$ cat src/rtl/ifu_pkg.sv
// ----------------------------------------------------------------------------
// ifu_pkg
// Shared types and constants for the instruction fetch unit.
//   ifu_state_t   : fetch FSM state (BOOT, RUN, HALTED)
//   fetch_entry_t : one fetched word plus the word address it came from
//   NOP_WORD      : value presented on dec_inst while nothing has been fetched
// ----------------------------------------------------------------------------
package ifu_pkg;

    localparam int IFU_ADDR_W = 6;
    localparam int IFU_DATA_W = 32;

    localparam logic [IFU_DATA_W-1:0] NOP_WORD          = 32'h0007_8000;
    localparam logic [IFU_DATA_W-1:0] DEFAULT_HALT_WORD = 32'hFFFF_FFFF;

    typedef enum logic [1:0] {
        BOOT   = 2'd0,
        RUN    = 2'd1,
        HALTED = 2'd2
    } ifu_state_t;

    typedef struct packed {
        logic [IFU_DATA_W-1:0] inst;
        logic [IFU_ADDR_W-1:0] pc;
    } fetch_entry_t;

    localparam fetch_entry_t ENTRY_RESET = '{inst: NOP_WORD, pc: '0};

endpackage

$ cat src/rtl/ifu_skid_fifo.sv
// ----------------------------------------------------------------------------
// ifu_skid_fifo
// Two-entry FIFO of fetch_entry_t that absorbs words already in flight from
// the instruction memory while decode is stalled. The head is a register, so
// nothing downstream sees a combinational path from push_entry_i.
// Ports:
//   clk, rst      : clock, asynchronous active-high reset
//   push_i        : write push_entry_i this cycle
//   push_entry_i  : entry to write
//   pop_i         : drop the head entry (ignored when empty)
//   flush_i       : discard all entries; dominates push and pop
//   head_o        : oldest entry (registered)
//   count_o       : number of valid entries (0..2)
// ----------------------------------------------------------------------------
module ifu_skid_fifo
    import ifu_pkg::*;
(
    input  logic         clk,
    input  logic         rst,
    input  logic         push_i,
    input  fetch_entry_t push_entry_i,
    input  logic         pop_i,
    input  logic         flush_i,
    output fetch_entry_t head_o,
    output logic [1:0]   count_o
);

    fetch_entry_t head_q, head_d;
    fetch_entry_t tail_q, tail_d;
    logic [1:0]   count_q, count_d;
    logic         pop_ok;
    logic [1:0]   kept;

    always_comb begin
        head_d  = head_q;
        tail_d  = tail_q;
        count_d = count_q;
        pop_ok  = pop_i & (count_q != 2'd0);
        kept    = count_q - {1'b0, pop_ok};
        if (flush_i) begin
            count_d = 2'd0;
        end else begin
            // Popping a full FIFO shifts the second entry into the head slot.
            if (pop_ok && count_q == 2'd2) begin
                head_d = tail_q;
            end
            // The new entry lands in the first slot left free after the pop.
            if (push_i) begin
                if (kept == 2'd0) begin
                    head_d = push_entry_i;
                end else if (kept == 2'd1) begin
                    tail_d = push_entry_i;
                end
            end
            count_d = kept + {1'b0, push_i};
        end
    end

    always_ff @(posedge clk or posedge rst) begin
        if (rst) begin
            head_q  <= ENTRY_RESET;
            tail_q  <= ENTRY_RESET;
            count_q <= 2'd0;
        end else begin
            head_q  <= head_d;
            tail_q  <= tail_d;
            count_q <= count_d;
        end
    end

    assign head_o  = head_q;
    assign count_o = count_q;

endmodule

$ cat src/rtl/instruction_fetch_unit.sv
// ----------------------------------------------------------------------------
// instruction_fetch_unit
// Owns the PC, drives the word address of a registered-read instruction
// memory and delivers {instruction, pc} to decode as a valid/ready stream.
// Build option: define IFU_HALT_DETECT_EN to stop fetching after a HALT_WORD
// has been pushed; without it the HALTED state is unreachable and halted=0.
// Ports:
//   clk, rst        : clock, asynchronous active-high reset
//   imem_addr       : word address to memory (the pc register)
//   imem_data       : memory data for the address of the previous cycle
//   redirect_valid  : load redirect_pc and flush everything younger
//   redirect_pc     : redirect target
//   dec_valid/ready : decode stream; a transfer happens on a cycle where
//                     dec_valid & dec_ready are both 1. While dec_valid=1 and
//                     dec_ready=0, dec_inst/dec_pc hold; dec_valid only drops
//                     without a transfer when a redirect flushes the buffer.
//   dec_inst/dec_pc : head of the fetch buffer
//   halted          : fetch stopped on HALT_WORD
// ----------------------------------------------------------------------------
module instruction_fetch_unit
    import ifu_pkg::*;
#(
    parameter int                ADDR_W    = IFU_ADDR_W,
    parameter int                DATA_W    = IFU_DATA_W,
    parameter logic [ADDR_W-1:0] RESET_PC  = '0,
    parameter logic [DATA_W-1:0] HALT_WORD = DEFAULT_HALT_WORD
) (
    input  logic              clk,
    input  logic              rst,
    output logic [ADDR_W-1:0] imem_addr,
    input  logic [DATA_W-1:0] imem_data,
    input  logic              redirect_valid,
    input  logic [ADDR_W-1:0] redirect_pc,
    output logic              dec_valid,
    input  logic              dec_ready,
    output logic [DATA_W-1:0] dec_inst,
    output logic [ADDR_W-1:0] dec_pc,
    output logic              halted
);

    ifu_state_t        state_q, state_d;
    logic [ADDR_W-1:0] pc_q, pc_d;
    logic              inflight_q, inflight_d;
    logic [ADDR_W-1:0] inflight_pc_q, inflight_pc_d;

    logic              pop;
    logic              push;
    logic              issue;
    logic [2:0]        occ_next;
    logic [1:0]        count;
    fetch_entry_t      push_entry;
    fetch_entry_t      head;

    assign pop = dec_valid & dec_ready;

    // Entries the buffer must still hold after this cycle, counting the word
    // already in flight. Issuing only when this is <= 1 keeps room for the
    // word issued now, so the 2-entry buffer cannot overflow.
    assign occ_next = {1'b0, count} + {2'b0, inflight_q} - {2'b0, pop};
    assign issue    = (state_q == RUN) & ~redirect_valid & (occ_next <= 3'd1);

    // A word issued in the same cycle a halt word was pushed returns while
    // HALTED and is dropped, so nothing past the halt reaches decode.
    assign push = inflight_q & ~redirect_valid & (state_q != HALTED);

    always_comb begin
        push_entry      = ENTRY_RESET;
        push_entry.inst = imem_data;
        push_entry.pc   = inflight_pc_q;
    end

    always_comb begin
        state_d = state_q;
        unique case (state_q)
            BOOT: state_d = RUN;
            RUN: begin
                state_d = RUN;
`ifdef IFU_HALT_DETECT_EN
                if (push && imem_data == HALT_WORD) begin
                    state_d = HALTED;
                end
`endif
            end
`ifdef IFU_HALT_DETECT_EN
            HALTED: state_d = HALTED;
`endif
            default: state_d = BOOT;
        endcase
        if (redirect_valid) begin
            state_d = RUN;
        end
    end

    always_comb begin
        pc_d          = pc_q;
        inflight_d    = issue;
        inflight_pc_d = inflight_pc_q;
        if (redirect_valid) begin
            pc_d = redirect_pc;
        end else if (issue) begin
            pc_d          = pc_q + {{(ADDR_W-1){1'b0}}, 1'b1};
            inflight_pc_d = pc_q;
        end
    end

    always_ff @(posedge clk or posedge rst) begin
        if (rst) begin
            state_q       <= BOOT;
            pc_q          <= RESET_PC;
            inflight_q    <= 1'b0;
            inflight_pc_q <= '0;
        end else begin
            state_q       <= state_d;
            pc_q          <= pc_d;
            inflight_q    <= inflight_d;
            inflight_pc_q <= inflight_pc_d;
        end
    end

    ifu_skid_fifo u_fifo (
        .clk          (clk),
        .rst          (rst),
        .push_i       (push),
        .push_entry_i (push_entry),
        .pop_i        (pop & ~redirect_valid),
        .flush_i      (redirect_valid),
        .head_o       (head),
        .count_o      (count)
    );

    assign imem_addr = pc_q;
    assign dec_valid = (count != 2'd0);
    assign dec_inst  = head.inst;
    assign dec_pc    = head.pc;

`ifdef IFU_HALT_DETECT_EN
    assign halted = (state_q == HALTED);
`else
    logic unused_halt_word;
    assign unused_halt_word = ^HALT_WORD;
    assign halted = 1'b0;
`endif

endmodule

$ cat config.mk
export PLATFORM = sky130hd
export DESIGN_NAME = instruction_fetch_unit
export DESIGN_NICKNAME = d
export VERILOG_FILES = /design/src/rtl/ifu_pkg.sv /design/src/rtl/ifu_skid_fifo.sv /design/src/rtl/instruction_fetch_unit.sv
export SDC_FILE = /design/constraint.sdc
export NUM_CORES = 1
export LEC_CHECK = 0
export BUFFER_PORTS_ARGS = -buffer_cell sky130_fd_sc_hd__buf_2
export CORE_UTILIZATION = 58
export DETAILED_ROUTE_END_ITERATION = 8
export PLACE_DENSITY = 0.84
export SLEW_MARGIN = 30
export SYNTH_ARGS = -nofsm -noshare
export SYNTH_HDL_FRONTEND = slang
export SYNTH_SLANG_ARGS = --single-unit
export TNS_END_PERCENT = 1
$ cat constraint.sdc
create_clock -name clk -period 8.4 [get_ports clk]
set_clock_uncertainty 0.1 [all_clocks]
set_input_delay 0 -clock clk [delete_from_list [all_inputs] [get_ports clk]]
set_output_delay 0 -clock clk [all_outputs]
set_load 0.05 [all_outputs]
== Word level (Yosys, flattened, before mapping) ==
Cells that the tools add are included.
W data, S select, Z words.

* Multipliers: 0
* Reductions and logical operators: 8
* $add $sub $neg: 5
* Divide/modulo/power cells: 0
* Order comparisons: 1
* Bitwise gates (word level): 9
* Equal/unequal tests: 4
* Muxes and demuxes: 8
* Shift-type cells: 0

{| class="wikitable"
|+ Operators by type and width
! cell !! number
|-
| $mux W38 || 3
|-
| $mux W6 || 2
|-
| $and A1 B1 Y1 || 7
|-
| $add A6 B1 Y6 const B || 1
|-
| $eq A2 B1 Y1 const B || 2
|-
| $logic_not A2 Y1 || 2
|-
| $mux W2 || 2
|-
| $reduce_and A4 Y1 || 1
|-
| $reduce_bool A2 Y1 || 2
|-
| $add A2 B1 Y3 || 1
|-
| $le A3 B1 Y1 const B || 1
|-
| $sub A3 B1 Y3 || 1
|-
| $add A2 B1 Y2 || 1
|-
| $eq A2 B2 Y1 const B || 1
|-
| $ne A2 B2 Y1 const B || 1
|-
| $not A1 Y1 || 2
|-
| $reduce_and A2 Y1 || 1
|-
| $reduce_or A2 Y1 || 1
|-
| $sub A2 B1 Y2 || 1
|-
| $logic_and A1 B1 Y1 || 1
|-
| $mux W1 || 1
|}

* Memory bits (read-only): 0
* Logic and storage cells: 44
* Output and inout bits: 46
* Flip-flop bits (word level): 93
* Memories kept: 0
* RAM bits: 0
* Input bits: 42
* Bits in latches: 0

== Logic depth before layout (Yosys ltp) ==
Gate-level depths: netlist (run 1).

* Depth in word-level cells: 8
* Mapped depth: 12

== Cells and area by module ==
From an unflattened synthesis (run 1), not the netlist that was laid out.

* Cells, all modules: 346
* Area, all modules: 4165.2 sq um

{| class="wikitable"
|+ Modules (own cells, without submodules)
! module !! times used !! area an instance (sq um) !! cells an instance
|-
| ifu_skid_fifo || 1 || 3438.3 || 270
|-
| instruction_fetch_unit || 1 || 726.9 || 76
|}

== Worst setup path before layout (run 1) ==
No wires, ideal clock.

* Kind: register to register
* Start point: register u_fifo.count_q[1] (netlist: u_fifo.count_o[1])
* End point: register pc_q[3] (netlist: imem_addr[3])
* Stages on the path, launching flop included: 12
* Path slack: 5366 ps
* Data required time: 8199 ps
* Arrival time: 2833 ps
* Path buffers: 1
* Clock period less this slack: 3034 ps
* Cell sequence: dfrtp_1 > or2_2 > and2_1 > ha_1 > inv_1 > ha_1 > inv_1 > fa_1 > xor2_1 > or3_4 > buf_6 > o311ai_2

* Cells in the longest elaborated chain, start to end: 6
* Elaborated cells between the ends (all ways): 7

{| class="wikitable"
|+ Ends and longest elaborated chain
! element !! line !! text
|-
| from (decl) || ifu_skid_fifo.sv:30 || <nowiki>logic [1:0] count_q, count_d;</nowiki>
|-
| from (signal assigned) || ifu_skid_fifo.sv:67 || <nowiki>count_q <= count_d;</nowiki>
|-
| $reduce_bool A2 Y1 || instruction_fetch_unit.sv:132 || <nowiki>assign dec_valid = (count != 2'd0);</nowiki>
|-
| via dec_valid || instruction_fetch_unit.sv:34 || <nowiki>output logic dec_valid,</nowiki>
|-
| $and A1 B1 Y1 || instruction_fetch_unit.sv:54 || <nowiki>assign pop = dec_valid & dec_ready;</nowiki>
|-
| $sub A3 B1 Y3 || instruction_fetch_unit.sv:59 || <nowiki>assign occ_next = {1'b0, count} + {2'b0, inflight_q} - {2'b0, pop};</nowiki>
|-
| $le A3 B1 Y1 || instruction_fetch_unit.sv:60 || <nowiki>assign issue = (state_q == RUN) & ~redirect_valid & (occ_next <= 3'd1);</nowiki>
|-
| $and A1 B1 Y1 || instruction_fetch_unit.sv:60 ||
|-
| $reduce_bool A2 Y1 (no source line) || n/a ||
|-
| to (signal assigned) || instruction_fetch_unit.sv:114 || <nowiki>pc_q <= pc_d;</nowiki>
|-
| to (decl) || instruction_fetch_unit.sv:42 || <nowiki>logic [ADDR_W-1:0] pc_q, pc_d;</nowiki>
|}

The timed path passes the listed nets, and every way through them passes these cells.
A chain may end at the register's enable or synchronous reset.

== Worst setup path after layout (run 1) ==
* Start point: register u_fifo.count_q[1] (netlist: u_fifo.count_o[1])
* End point: register pc_q[0] (netlist: imem_addr[0])

* Cells in the longest elaborated chain, start to end: 6
* Elaborated cells between the ends (all ways): 7

{| class="wikitable"
|+ Ends and longest elaborated chain
! element !! line !! text
|-
| branches (longest 2 deep; another with $add A2 B1 Y3) || n/a ||
|-
| $sub A3 B1 Y3 * || instruction_fetch_unit.sv:59 ||
|-
| $le A3 B1 Y1 * || instruction_fetch_unit.sv:60 ||
|-
| $and A1 B1 Y1 * || instruction_fetch_unit.sv:60 ||
|-
| via inflight_d || instruction_fetch_unit.sv:43 || <nowiki>logic inflight_q, inflight_d;</nowiki>
|-
| $reduce_bool A2 Y1 (no source line) * || n/a ||
|}

Mark *: on every way through the listed nets, which the timed path passes.

==> results.md, run 1 <==
* FP Rows at 30
* Clock Latency Late Sink at between 0.3 and 0.4 ns
* Tcrit/Tclk final at 0.4303
* Grt ovf at 0
* DR DRC count at 0
* Worst-Margin Slew at approximately 0.81 ns
* Sinks on Clock Net at 92
* Root buf cell: clkbuf_8
* Routed Antenna Nets at 0
* Post-CTS Resized at 0
* Syn Nets at about 380
* Final GP Congestion at 0.8251
* Fin crit period at around 3.6 ns
* Die area at about 7500 um^2
* Post-DP HPWL at just under 5 mm
* Layout cells sized above 1 at 0.3433
* Internal at 1.108 mW
* Worst path buffer plus inverter count at 4
* Mapped cell area at approximately 4100 um^2
* Die X at 86.45 um
* Worst r2r src: u_fifo.count_o[1]
* Clk slew on worst S/H paths at roughly 0.09 ns
* Most frequent cell after synthesis: dfrtp_1
* Switch share at 0.4284
* Layout fillers at 446
* Yosys top cell area share at 0.5082
* TritonCTS clock tree: done
* Commonest cells in the synthesized netlist: 84 x dfrtp_1, 39 x nor2_1, 38 x a21oi_1, 38 x mux2i_1, 26 x nand2_1
* Hold depth at 3
* Comb pwr share at 0.437
* Reg-to-Reg End: imem_addr[0]
* I/O pin count at just under 90
* R2R cell count at 13
* Pre-Repair DR Iteration Count at 4
* Hold Crit Endpoint: u_fifo.tail_q[29]
* Type of the worst min-delay path: in2reg
* GRT Resource Usage Total at 0.2330
* Initial antenna violation count at 0
* CP peak stage delay at ~0.55 ns
* PwrDens at between 300 and 400 nW/um^2
* DR vias/cell at about 5
* Max-Cap Viols at 0
* Slew margin rel. at 0.4626
* Most area-hungry cell type in the Yosys netlist: dfrtp_1
* Crit path cell chain: or2_2 > and2_1 > ha_1 > inv_1 > ha_1 > inv_1 > fa_1 > xor2_1 > or3_4 > clkinv_2 > xnor2_1 > o21ai_1 > dlygate4sd3_1
* Nets at 509
* Die height at ~86 um
* Main synth FF type: dfrtp_1
* Initial DRC count at 151
* Seq/Total Area, Yosys at 0.5590
* Vias in the first global route at between 2,000 and 3,000
* Status: finished clean
* Cts hold-fix bufs at 46
* Max clock buf depth at 2
* Yosys reg bits at 92
* RSZ-0062 raised after global routing: no
* First-pass GRT wire length at ~13 mm
* Wire length per cell at 14.98 um
* CP Max Fanout at 12
* EDFF count, synth at 0
* VDD IR max at ~170 uV
* Max Clk Rate at between 200 and 300 MHz
* Core box area at 6832 um^2
* Core Util, Final at 0.7690
* DR vias at 2,884
* Drt total wl at between 8 and 9 mm
* Delay-heaviest family, CP: simple AND/OR/NAND/NOR gates
* Total CTS buffers at 9
* FFs w/ async S/R, synth at 1.000
* Diodes inserted at 0
* Number of port buffers at 86
* Reg2Reg Setup Slack at between 4 and 5 ns
* Cells after Synth at between 300 and 400
* Sum Neg Setup Slack at 0 ns
* Synth Warn # at 0
* Area added between synthesis and finish at 27.01%
* Final Max Tran Viols at 0
* Yosys cell types at 33
* Worst path slowest cell: dlygate4sd3_1
* Syn avg cell area at approximately 12 um^2
* Total setup buffers inserted after CTS at 0
* Worst Setup Start Kind: register
* Share of total power in the clock network at 0.164
* Min-delay src: imem_data[23]
* Starting Density at 0.6055
* H-tree Lvls at 3
* Seq pwr share at 0.399
* Critical path class: reg2reg
* Critical path data required time at between 8 and 9 ns
* Fin. Hold Viols at 0
* CP arrival at 3.74 ns
* Switching pwr at between 0.8 and 0.9 mW
* Synth top area cells: dfrtp_1 51%, mux2i_1 9.2%, mux2_4 7.3%
* Endpoints failing setup at 0
* Pin count of the biggest net entering global routing at 93
* Leakage at about 2.4 nW
* CP endpoint kind: register
## power groups by stage
stage | sequential [mW] | clock, mW | combinational (mW)
floorplan | 1.10 | 0 | 0.316
global placement | 0.764 | 0 | 0.808
detailed placement | 0.779 | 0 | 0.828
CTS | 0.771 | 0.324 | 0.847
global route | 0.793 | 0.341 | 0.900
finish | 0.774 | 0.318 | 0.846
## layer usage
| layer | GRT usage | vias up | wire, um |
|---|---|---|---|
| met3 | 0.04476 | 9 | 361 |
| met5 | 0 | - | 0 |
| met2 | 0.4192 | 75 | 4368 |
| met1 | 0.2812 | 1399 | 3594 |
| li1 | - | 1401 | - |
| met4 | 0.07879 | 0 | 97 |
## worst register-to-register path, stage by stage, from the launching register on
cell and delay (ns):
dfrtp_1 0.46, or2_2 0.33, and2_1 0.17, ha_1 0.26, inv_1 0.05, ha_1 0.14
inv_1 0.06, fa_1 0.37, xor2_1 0.19, or3_4 0.48, clkinv_2 0.14, xnor2_1 0.13
o21ai_1 0.07, dlygate4sd3_1 0.55
## per-stage QoR
| step | setup WS (ns) | std cells | instance area, um^2 | power (mW) | hold WS (ns) |
|---|---|---|---|---|---|
| floorplan | 5.366 | 334 | 4136 | 1.418 | 0.02660 |
| global placement | 5.454 | 500 | 4572 | 1.572 | 0.1288 |
| detailed placement | 5.339 | 500 | 4576 | 1.607 | 0.1312 |
| CTS | 4.786 | 562 | 5254 | 1.942 | 0.3211 |
| global route | 4.628 | 562 | 5254 | 2.034 | 0.3328 |
| finish | 4.785 | 562 | 5254 | 1.938 | 0.3331 |
## cells in the final DEF, fill, tap and decap left out, drive strengths merged, types with 2 or more instances in the layout
cell type / n
clkbuf: 10
mux2: 38
dlygate4sd3: 46
a21oi: 38
o311ai: 8
xnor2: 2
and3: 3
xor2: 2
nor2: 39
nand2: 26
conb: 2
nor2b: 2
buf: 89
ha: 5
dfstp: 8
dfrtp: 84
clkinv: 5
mux2i: 38
bufinv: 2
inv: 6
nand3: 5
## cell families (layout without fill, tap and decap cells)
logic type,after synthesis,in the layout,synth area share
AO/OA/AOI/OAI,48,48,0.07138
XOR/XNOR,4,4,0.008471
adder cells (fa/ha/maj),6,6,0.01996
buffers and inverters,27,159,0.04386
flip-flops,92,92,0.5590
multiplexers,76,76,0.2135
other,2,2,0.001816
AND/OR/NAND/NOR,79,79,0.08197
## flip-flops by register name, indices dropped and copies added (netlist names)
name            flops
imem_addr           6
inflight_pc_q       6
inflight_q          1
state_q             1
u_fifo.count_o      2
u_fifo.head_o      38
u_fifo.tail_q      38
## area by class of cell
type / count / area [um^2] / share of cell area
Clock inverter: 6 / 90.09 / 0.01715
Clock buffer: 10 / 127.6 / 0.02429
Multi-Input combinational cell: 215 / 1654 / 0.3148
Timing Repair Buffer: 135 / 917.1 / 0.1746
Sequential cell: 92 / 2312 / 0.4401
Inverter: 8 / 32.53 / 0.006192
Tap cell: 96 / 120.1 / 0.02286
## worst max-delay path by stage
stage / start / to / slack [ns] / depth (start not counted)
after detailed placement: u_fifo.count_o[1] / imem_addr[0] / 5.34 / 12
after global routing: u_fifo.count_o[1] / imem_addr[0] / 4.63 / 13
after global placement: u_fifo.count_o[1] / imem_addr[0] / 5.45 / 12
after CTS: u_fifo.count_o[1] / imem_addr[0] / 4.79 / 13
final: u_fifo.count_o[1] / imem_addr[0] / 4.79 / 13
after floorplan: u_fifo.count_o[1] / imem_addr[3] / 5.37 / 11
No activity file was read; power rests on OpenSTA's default activity.
==> run 2: changes to the inputs <==
Settings changed: ABC_AREA set to 1, CORE_UTILIZATION 58 to 56, PLACE_DENSITY 0.84 to 0.8.
Clock period 8.4 ns to 3.5 ns, I/O delays scaled along.
==> run 2 against run 1 <==
Net effect: cell area increased by 13%; flip-flop and latch count unchanged; non-clock buffer count increased by 4; cell count increased by 59%; combinational power increased by 140%; sequential share of layout area decreased by 4.9 points; die area increased by 21%; hold slack got worse by 0.19 ns; register-to-register slack got worse by 4.1 ns; clock power increased by 110%; wire length increased by 47%; power increased by 130%; largest cell class unchanged.
==> results.md, run 2 <==
* Die area at approximately 9000 um^2
* Initial DRC count at 352
* Commonest non-fill, non-tap cell in the layout: nand2_1
* Commonest cells after routing, fill and taps aside: 294 x nand2_1, 88 x inv_1, 86 x buf_2, 84 x dfrtp_1, 48 x nand3_1
* Reg-to-Reg End: u_fifo.head_o[6]
* Yosys cell types at 23
* FP Rows at 33
* Slew margin rel. at 0.4179
* Type of the worst min-delay path: in2async
* Layout cells sized above 1 at 0.1626
* Reg2Reg Setup Slack at about 0.65 ns
* Fin. Hold Viols at 0
* Total CTS buffers at 9
* Diodes inserted at 0
* Number of port buffers at 86
* Cells after Synth at 675
* Fin crit period at between 2 and 3 ns
* Worst r2r src: u_fifo.count_o[1]
* RSZ-0062 raised after global routing: no
* R2R cell count at 13
* Layout fillers at ~650
* DR vias/cell at approximately 5.3
* Total setup buffers inserted after CTS at 0
* Sum Neg Setup Slack at 0 ns
* Final Max Tran Viols at 0
* Sinks on Clock Net at slightly above 90
* Multi-input logic area at a little over 2000 um^2
* CP endpoint kind: register
* CP peak stage delay at just over 0.7 ns
* GRT Resource Usage Total at 0.2904
* Grt ovf at 0
* Register area at roughly 2300 um^2
* Worst path slowest cell: nand3_2
* Most area-hungry cell type in the Yosys netlist: dfrtp_1
* Initial antenna violation count at 0
* Mapped cell area at 4843 um^2
* Cell area after layout at a little under 6000 um^2
* Starting Density at 0.5836
* Crit path cell chain: inv_1 > nand2_1 > nand2_1 > nor2_1 > ha_1 > inv_1 > nand2_1 > nand2_1 > buf_4 > nand3_2 > nand3_1 > nand2_1 > nand2_1
* DR DRC count at 0
* Worst-Margin Slew at slightly below 0.9 ns
* Seq/Total Area, Yosys at 0.4774
* Root buf cell: clkbuf_8
* PwrDens at around 750 nW/um^2
* Most frequent cell after synthesis: nand2_1
* Die X at around 95 um
* Die height at 95 um
* Syn Nets at between 700 and 800
* FFs w/ async S/R, synth at 1.000
* Wire length per cell at approximately 14 um
* Pre-Repair DR Iteration Count at 5
* Worst Hold Slack at between 0.1 and 0.15 ns
* Critical path class: reg2reg
* Syn avg cell area at just over 7 um^2
* Core box area at about 8300 um^2
* Main synth FF type: dfrtp_1
* Final GP Congestion at between 0.8 and 0.9
* DR vias at about 4,700
* Routed Antenna Nets at 0
* First-pass GRT wire length at 20.25 mm
* Yosys top cell area share at 0.4340
* Max Clk Rate at 351.1 MHz
* Max clock buf depth at 2
* Nets at 830
* I/O pin count at 88
* Worst Setup Start Kind: register
* Post-Layout Cell Count at between 800 and 900
* Clock Latency Late Sink at ~0.36 ns
* Drt total wl at 12.36 mm
* Synth top area cells: dfrtp_1 43%, nand2_1 23%, inv_1 6.9%
* Post-DP HPWL at between 7 and 8 mm
* Area after DPL at ~5300 um^2
* VDD IR max at approximately 490 uV
* Clk slew on worst S/H paths at 0.10 ns
* Pin count of the biggest net entering global routing at between 40 and 50
* Most frequent CP cell: nand2_1
* Delay-heaviest family, CP: simple AND/OR/NAND/NOR gates
* Commonest cells in the synthesized netlist: 294 x nand2_1, 89 x inv_1, 84 x dfrtp_1, 50 x nand3_1, 44 x o21ai_0
* Endpoints failing setup at 0
* Yosys reg bits at 92
* Vias in the first global route at about 4,400
* EDFF count, synth at 0
* TritonCTS clock tree: done
* Status: finished clean
* Area added between synthesis and finish at 22.04%
* Core Util, Final at 0.7122
* Synth Warn # at 0
* Tcrit/Tclk final at 0.8139
* Max-Cap Viols at 0
* Leakage at 3.402 nW
* Cells after DPL at about 840
* CP arrival at just over 3 ns
* H-tree Lvls at 3
* Critical path data required time at 3.69 ns
* Worst path buffer plus inverter count at 3
* CP Max Fanout at 38
## run 2: changes by cell type in the layout (fill, tap and decap cells not counted), moves of 6 or more
cell / delta
nand2_1: +268
inv_1: +82
nand3_1: +44
o21ai_0: +44
nand4_1: +39
mux2i_1: -38
a21oi_1: -37
nor2_1: -33
mux2_4: -20
mux2_2: -18
buf_4: +10
dlygate4sd3_1: -6
## run 2: power by group
group	internal [mW]	switching, mW
Combinational	0.557	1.43
Sequential	1.49	0.285
Clock	0.281	0.389
Total	2.33	2.11
## run 2: repair_timing
action / in CTS / in global routing
resized for setup: 0 / 0
endpoints found under the hold margin: 106 / 0
hold buffers: 40 / 0
## run 2: worst max-delay path by stage
stage                         to  slack (ns)              start  cells after the start
5_1_grt         u_fifo.head_o[6]        0.43  u_fifo.count_o[1]                     13
3_5_place_dp   u_fifo.head_o[37]        0.73  u_fifo.count_o[1]                     13
3_3_place_gp   u_fifo.head_o[22]        0.89  u_fifo.count_o[1]                     13
2_1_floorplan   inflight_pc_q[0]        0.68  u_fifo.count_o[1]                     14
6_report        u_fifo.head_o[6]        0.65  u_fifo.count_o[1]                     13
4_1_cts         u_fifo.head_o[6]        0.68  u_fifo.count_o[1]                     13
## run 2: stage by stage
step                worst slack [ns]  total power, mW
floorplan                     0.6779            3.250
global placement              0.8887            3.663
detailed placement            0.7289            3.731
CTS                           0.6841            4.438
global route                  0.4276            4.730
finish                        0.6515            4.438
## run 2: per-layer routing
metal / up-vias / share of wire / track usage
li1: 2304 / - / -
met3: 25 / 0.052 / 0.03462
met5: - / 0 / 0
met2: 176 / 0.48 / 0.5036
met1: 2203 / 0.45 / 0.3727
met4: 0 / 0.018 / 0.1061
## run 2: layout make-up
class	count	area share
clock buffer	11	0.02392
clock inverter	5	0.005927
inverter	90	0.05737
multi-input combinational	450	0.3402
sequential	92	0.3912
tap	105	0.02223
timing repair buffer	139	0.1592
## run 2: cell families (layout without fill, tap and decap cells)
family,count (synthesis),count (layout),share of synthesized area
AO/OA/AOI/OAI,46,46,0.04753
flip-flops,92,92,0.4774
adder cells (fa/ha/maj),6,6,0.01705
XOR/XNOR,4,4,0.007235
AND/OR/NAND/NOR,392,392,0.3387
other,2,2,0.001551
buffers and inverters,133,245,0.1106
## run 2: tightest hold or removal path, stage by stage
cell	delay, ns
dlygate4sd3_1	0.53
buf_2	0.12
clkinv_2	0.42
